$ cat src/rtl/collision_judge.sv
// Per-frame sprite overlap detector driving the enemy explosion, score, lives and game-over.
// A commit on the last active pixel raises boom and the hit pulses on the following clk.
module collision_judge #(
  parameter int H_ACTIVE   = 640,
  parameter int V_ACTIVE   = 480,
  parameter int BOOM_TICKS = 15,
  parameter int LIVES      = 3,
  parameter int SCORE_W    = 10
) (
  input  logic               clk,
  input  logic               rst,
  input  logic [9:0]         x,
  input  logic [9:0]         y,
  input  logic               move_tick,
  input  logic               enemy_en,
  input  logic               bullet_en,
  input  logic               player_en,
  input  logic               enemyplane_exist,
  output logic               boom,
  output logic               bullet_hit,
  output logic               player_hit,
  output logic [SCORE_W-1:0] score,
  output logic [1:0]         lives,
  output logic               game_over
);

  localparam int              CNT_W        = $clog2(BOOM_TICKS + 1);
  localparam logic [9:0]       LP_X_LAST    = 10'(H_ACTIVE - 1);
  localparam logic [9:0]       LP_Y_LAST    = 10'(V_ACTIVE - 1);
  localparam logic [CNT_W-1:0] LP_TICK_LAST = CNT_W'(BOOM_TICKS - 1);

  typedef enum logic [1:0] {
    ST_ALIVE   = 2'd0,
    ST_BOOM    = 2'd1,
    ST_RECOVER = 2'd2,
    ST_OVER    = 2'd3
  } state_t;

  state_t             r_state;
  state_t             w_state_nxt;
  logic               r_hit_f;
  logic               r_crash_f;
  logic [CNT_W-1:0]   r_cnt;
  logic [SCORE_W-1:0] r_score;
  logic [1:0]         r_lives;
  logic               r_bullet_hit;
  logic               r_player_hit;

  logic w_active;
  logic w_commit;
  logic w_hit;
  logic w_crash;
  logic w_fire;

  assign w_active = (x <= LP_X_LAST) && (y <= LP_Y_LAST);
  assign w_commit = (x == LP_X_LAST) && (y == LP_Y_LAST);
  // Fold in the current pixel so an overlap on the commit pixel itself still counts.
  assign w_hit    = r_hit_f   | (w_active & enemy_en & bullet_en);
  assign w_crash  = r_crash_f | (w_active & enemy_en & player_en);

  always_comb begin
    w_state_nxt = r_state;
    w_fire      = 1'b0;
    case (r_state)
      ST_ALIVE: begin
        if (w_commit && enemyplane_exist && (w_hit || w_crash)) begin
          w_state_nxt = ST_BOOM;
          w_fire      = 1'b1;
        end
      end
      ST_BOOM: begin
        if (move_tick && (r_cnt == LP_TICK_LAST)) begin
          w_state_nxt = (r_lives == 2'd0) ? ST_OVER : ST_RECOVER;
        end
      end
      // The respawn frame can carry stale overlap, so its commit is thrown away.
      ST_RECOVER: begin
        if (w_commit) begin
          w_state_nxt = ST_ALIVE;
        end
      end
      ST_OVER: begin
        w_state_nxt = ST_OVER;
      end
      default: begin
        w_state_nxt = ST_ALIVE;
      end
    endcase
  end

  always_ff @(posedge clk or posedge rst) begin
    if (rst) begin
      r_state      <= ST_ALIVE;
      r_hit_f      <= 1'b0;
      r_crash_f    <= 1'b0;
      r_cnt        <= '0;
      r_score      <= '0;
      r_lives      <= 2'(LIVES);
      r_bullet_hit <= 1'b0;
      r_player_hit <= 1'b0;
    end else begin
      r_state      <= w_state_nxt;
      r_hit_f      <= w_commit ? 1'b0 : w_hit;
      r_crash_f    <= w_commit ? 1'b0 : w_crash;
      r_bullet_hit <= w_fire & w_hit;
      r_player_hit <= w_fire & w_crash;
      if (w_fire && w_hit && (r_score != '1)) begin
        r_score <= r_score + 1'b1;
      end
      if (w_fire && w_crash && (r_lives != 2'd0)) begin
        r_lives <= r_lives - 2'd1;
      end
      if (w_fire) begin
        r_cnt <= '0;
      end else if ((r_state == ST_BOOM) && move_tick) begin
        r_cnt <= r_cnt + 1'b1;
      end
    end
  end

  assign boom       = (r_state == ST_BOOM);
  assign game_over  = (r_state == ST_OVER);
  assign bullet_hit = r_bullet_hit;
  assign player_hit = r_player_hit;
  assign score      = r_score;
  assign lives      = r_lives;

endmodule

$ cat config.mk
export PLATFORM = sky130hd
export DESIGN_NAME = collision_judge
export DESIGN_NICKNAME = d
export VERILOG_FILES = /design/src/rtl/collision_judge.sv
export SDC_FILE = /design/constraint.sdc
export NUM_CORES = 1
export LEC_CHECK = 0
export BUFFER_PORTS_ARGS = -buffer_cell sky130_fd_sc_hd__buf_4
export CAP_MARGIN = 20
export CORE_UTILIZATION = 45
export CTS_BUF_LIST = sky130_fd_sc_hd__clkbuf_16
export DETAILED_ROUTE_END_ITERATION = 7
export PLACE_DENSITY = 0.71
export SYNTH_ARGS = -nofsm -noshare
export SYNTH_HDL_FRONTEND = slang
export SYNTH_SLANG_ARGS = --single-unit
$ cat constraint.sdc
create_clock -name clk -period 2.3 [get_ports clk]
set_input_delay 0.345 -clock clk [delete_from_list [all_inputs] [get_ports clk]]
set_output_delay 0.345 -clock clk [all_outputs]
set_load 0.05 [all_outputs]
# ---- Word-level counts from Yosys, hierarchy flattened
# Cells that the tools add are included.
dict set report word_totals {
  elab_cells 57
  reg_bits 22
  output_inout_bits 16
  in_bits 27
}
dict set report classes {
  muxes 11
  n_addsub 3
  order_cmp 2
  n_eq_ne 10
  n_bitwise 7
  reduce_logical 16
}
# operator n
set op_table {}
lappend op_table {{$add A10 B1 Y10 const B} 1}
lappend op_table {{$eq A10 B10 Y1 const B} 1}
lappend op_table {{$eq A10 B9 Y1 const B} 1}
lappend op_table {{$le A10 B10 Y1 const B} 1}
lappend op_table {{$le A10 B9 Y1 const B} 1}
lappend op_table {{$logic_and A1 B1 Y1} 10}
lappend op_table {{$ne A10 B10 Y1 const B} 1}
lappend op_table {{$mux W4} 2}
lappend op_table {{$pmux W2 S4} 1}
lappend op_table {{$mux W2} 3}
lappend op_table {{$and A1 B1 Y1} 5}
lappend op_table {{$mux W1} 5}
lappend op_table {{$add A4 B1 Y4 const B} 1}
lappend op_table {{$eq A2 B2 Y1 const B} 2}
lappend op_table {{$eq A4 B4 Y1 const B} 1}
lappend op_table {{$logic_not A2 Y1} 2}
lappend op_table {{$ne A2 B2 Y1 const B} 2}
lappend op_table {{$reduce_bool A2 Y1} 2}
lappend op_table {{$reduce_and A3 Y1} 1}
lappend op_table {{$eq A2 B1 Y1 const B} 1}
lappend op_table {{$ne A2 B1 Y1 const B} 1}
lappend op_table {{$or A1 B1 Y1} 2}
lappend op_table {{$sub A2 B1 Y2 const B} 1}
lappend op_table {{$logic_or A1 B1 Y1} 1}

# ---- Depth between registers and ports, before layout
dict set report logic_depth {
  depth_word 11
  mapped_depth 5
}

# ---- Worst setup path before layout
# OpenSTA, ideal clock, no wires.
dict set report synth_path {
  path_kind {register -> register}
  start {reg r_score[3], in the netlist score[3]}
  end {reg r_score[1], in the netlist score[1]}
  period_less_slack_ns 2.009
  path_buffers 0
  arrival_time_ns 1.882
  setup_ns 0.128
  setup_slack_ns 0.291
  path_stages_with_launch 6
  cell_sequence {dfrtp_1 and4_1 nand3_1 nor2_1 nor2_1 mux2_1}
}
dict set report synth_via {
  elab_chain_cells 2
}
# element line_no
set synth_lines {}
lappend synth_lines {{from (decl)} 44} ;# logic [SCORE_W-1:0] r_score;
lappend synth_lines {{from (signal assigned)} 108} ;# r_score <= r_score + 1'b1;
lappend synth_lines {{$ne A10 B10 Y1} 107} ;# if (w_fire && w_hit && (r_score != '1)) begin
lappend synth_lines {{$logic_and A1 B1 Y1} 107}
# Every way passes these cells.
# A chain may end at the register's enable or synchronous reset.

# ---- Worst setup path after layout
dict set report layout_path {
  start {in y[9]}
  end {reg r_score[8], in the netlist score[8]}
}
dict set report layout_via {
  elab_chain_cells 11
  elab_cells_between_ends 16
}
# element line_no
set layout_lines {}
lappend layout_lines {{from (decl)} 13} ;# input logic [9:0] y,
lappend layout_lines {{$le A10 B9 Y1} 55} ;# assign w_active = (x <= LP_X_LAST) && (y <= LP_Y_LAST);
lappend layout_lines {{$logic_and A1 B1 Y1} 55}
lappend layout_lines {{$and A1 B1 Y1} {58, 59}}
lappend layout_lines {{$and A1 B1 Y1, on equally long branches} {58, 59}}
lappend layout_lines {{$or A1 B1 Y1, on equally long branches} {58, 59}}
lappend layout_lines {{$logic_or A1 B1 Y1} 66} ;# if (w_commit && enemyplane_exist && (w_hit || w_crash)) begin
lappend layout_lines {{$logic_and A1 B1 Y1} 66}
lappend layout_lines {{$mux W1} 66}
lappend layout_lines {{$mux W1} 64} ;# case (r_state)
lappend layout_lines {{$logic_and A1 B1 Y1 (*) (2 in a row)} 107}
# Every way passes the cells marked *; elsewhere a longest branch is shown, timed or not.

==> results by group <==
Floorplan
  – Rows: 18
  – Starting density of the core: 47.8%
  – Die height: 53.3 um
  – IO Count: 43
  – Die ar.: roughly 2800 um2
  – Die X: 53.3 um
  – Core area: 2480 um2

Logic synthesis
  – Yosys cell types: 33
  – Yosys top cell area share: 42.3%
  – Area contributors post-synth: dfrtp_1 42%, xor2_1 6.7%, dfstp_2 4.4%
  – Sequential share of the synthesized area: 46.7%
  – Cell taking the most area after synthesis: dfrtp_1
  – Most frequent cells after synthesis: 20 x dfrtp_1, 12 x nor2_1, 9 x nand3_1, 9 x xor2_1, 7 x nand2_1
  – Synth Net Count: 141
  – Top FF cell, synth: dfrtp_1
  – Most common cell in the netlist: dfrtp_1
  – Async set-or-reset flop fraction in the synthesized netlist: 100%
  – Post-synth EDFFs: 0
  – YS warnings: 0
  – Syn avg cell area: 10.8 um2
  – FF+latch count, synth: 22
  – Synth Instances: 110
  – Mapped cell area: 1180 um2

Worst setup path
  – Data arrival time of the worst path: 2.05 ns
  – Crit-path max FO: 10
  – R2R depth: 5
  – Slowest stage delay, CP: 0.36 ns
  – WS Path Type: in -> reg
  – Worst EP required: 2.43 ns
  – RR Endpoint: score[8]$_DFFE_PP0P_
  – CP endpoint kind: register
  – CP top delay family: simple AND/OR/NAND/NOR gates
  – CP startpoint kind: primary input
  – CP max-delay cell: mux2_1
  – WP buf/inv: 1
  – Critical R2R Launch: r_state[1]$_DFFE_PP0P_
  – Critical Path, Cell by Cell: buf_4 > and4b_4 > and4_1 > o2111ai_4 > nor3_1 > mux2_1
  – Crit path launch: y[9]
  – FF-to-FF setup slack: 0.46 ns

STA
  – Max_slew headroom: 45.3%
  – RSZ-0062 raised after global routing: false
  – Final Hold Viols: 0
  – Post-layout min period: 1.91 ns
  – Pin slew with the least headroom to its limit: 0.819 ns
  – Setup TNS: 0 ns
  – Setup Skew: 0.00302 ns
  – Final period utilization: 83.1%
  – Pins Over Slew Limit: 0
  – Fmax: 523 MHz
  – Fin Hold WS: 0.260 ns
  – Setup-failing EPs final: 0

Placement
  – Buffers on Ports: 42
  – Area after DPL: ~1600 um2
  – HPWL Detailed: around 1900 um
  – Gp weighted congestion: ~0.76

Clock tree
  – Post-CTS setup repair buffer count: 0
  – Resize count post-CTS: 0
  – CTS Buf Count: 3
  – Clock-pin slew on the worst setup and hold paths: 0.06 ns
  – Clock latency at the later pin of the worst-skew pair: 0.25 ns
  – CTS sink count: 22
  – CTS Hold Buffers Added: 0
  – H-tree Lvls: 1
  – CTS tree: built
  – CTS Root Cell: clkbuf_16
  – Clock buffer depth: 2

Layout
  – Reg area: 553 um2
  – Fillers: between 150 and 200
  – Post-layout instance area: around 1600 um2
  – Post-layout util: 66.1%
  – Nets: 191
  – # diodes: 0
  – Share of cells above drive strength 1: 35.8%
  – Growth of design area from synthesis to finish: 38.4%
  – Multi-input gate area: roughly 610 um2

GRT
  – First-pass GRT wire length: 3950 um
  – Total GRT Usage: about 20%
  – Grt total ovfl: 0
  – Met1 usage: between 20% and 30%
  – Antenna violations before repair: 0
  – Met2 Use GR: 35.2%
  – GRT busiest layer: met2
  – Largest net degree at the start of global routing: 23
  – Met3 usage: 3.45%
  – Vias in the first global route: 938

Route
  – Post-DRT Antenna Nets: 0
  – WL final: 2520 um
  – Vias: 1009
  – Routed length per instance: 13.3 um
  – Vias per inst: around 5.3
  – DRC: 0
  – DR iter-0 viols: 20
  – Drt pass-1 iters: 4

Power and ir drop
  – Power Dens Cells: 492 nW/um2
  – Leak pwr: 0.832 nW
  – Total power: 807 uW
  – VDD IR-drop max: between 0.4 and 0.5 mV

Status
  – Status: complete, no violations

Min path
  – Min-Delay Path Class: in -> async

Flow run
  – MaxCap Viol Count: 0
through the flow:
step                      instances  worst slack [ns]
after global routing            189             0.336
after floorplan                 110             0.291
final                           189             0.388
after CTS                       189             0.411
after global placement          185             0.290
after detailed placement        185             0.214
metal layers:
metal	routed length (um)	vias up
li1	-	495
met1	1080	472
met2	1220	38
met3	180	4
met4	37	0
met5	0	-
flip-flops by register name, indices dropped and copies added, names as in the netlist:
signal      count
lives           2
r_cnt           4
r_state         2
r_crash_f       1
bullet_hit      1
r_hit_f         1
score          10
player_hit      1
kinds of logic after synthesis:
group           after synthesis  share of synthesized area [%]
flops                        22                           46.7
simple gates                 53                           25.8
mux                           3                           2.75
xor+xnor                     12                           8.88
fa+ha+maj                     4                           4.23
compound gates               10                           9.73
buf+inv                       6                           1.90
worst reg2reg max path, cell delays in order, from the launching register on:
cell,delay (ns)
dfrtp_1,0.42
nor3b_1,0.24
buf_4,0.17
o2111ai_4,0.21
nor3_1,0.33
mux2_1,0.36
layout make-up:
cell class | count | share of cell area [%]
Clock buffer | 3 | 4.58
Clock inverter | 1 | 0.229
Inverter | 6 | 1.38
Multi-Input combinational cell | 82 | 37.1
Sequential cell | 22 | 33.8
Tap cell | 30 | 2.29
Timing Repair Buffer | 45 | 20.6
where the power goes:
group / internal, mW / leakage (nW) / switching (mW)
Clock: 0.231 / 0.0423 / 0.128
Sequential: 0.389 / 0.280 / 0.00110
Combinational: 0.0350 / 0.510 / 0.0229
Total: 0.655 / 0.832 / 0.152
cell usage in the layout, fill, tap and decap left out:
master     synthesis  final
a2111oi_2          1      1
a2111oi_4          1      1
a211oi_1           1      1
a21oi_1            2      2
and2_1             2      2
and4_1             4      4
and4b_1            1      1
and4b_4            1      1
buf_4              0     45
clkbuf_16          0      3
dfrtp_1           20     20
dfstp_2            2      2
ha_1               4      4
inv_1              6      7
mux2_1             2      2
mux2i_1            1      1
nand2_1            7      7
nand2b_1           2      2
nand3_1            9      9
nand4_1            1      1
nor2_1            12     12
nor2b_1            1      1
nor3_1             5      5
nor3b_1            2      2
nor4_1             3      3
nor4_2             1      1
nor4b_2            1      1
o2111ai_4          1      1
o21a_1             1      1
o21ai_0            1      1
o2bb2ai_1          1      1
o31ai_1            1      1
or2_2              1      1
xnor2_1            3      3
xor2_1             9      9
worst max path at each step:
stage / end / slack, ns / cells after the start
after floorplan: score[1]$_DFFE_PP0P_ / 0.29 / 5
after global routing: score[8]$_DFFE_PP0P_ / 0.34 / 6
after CTS: score[8]$_DFFE_PP0P_ / 0.41 / 6
final: score[8]$_DFFE_PP0P_ / 0.39 / 6
after detailed placement: score[8]$_DFFE_PP0P_ / 0.21 / 6
after global placement: score[1]$_DFFE_PP0P_ / 0.29 / 6
(Power assumes the default switching activity.)
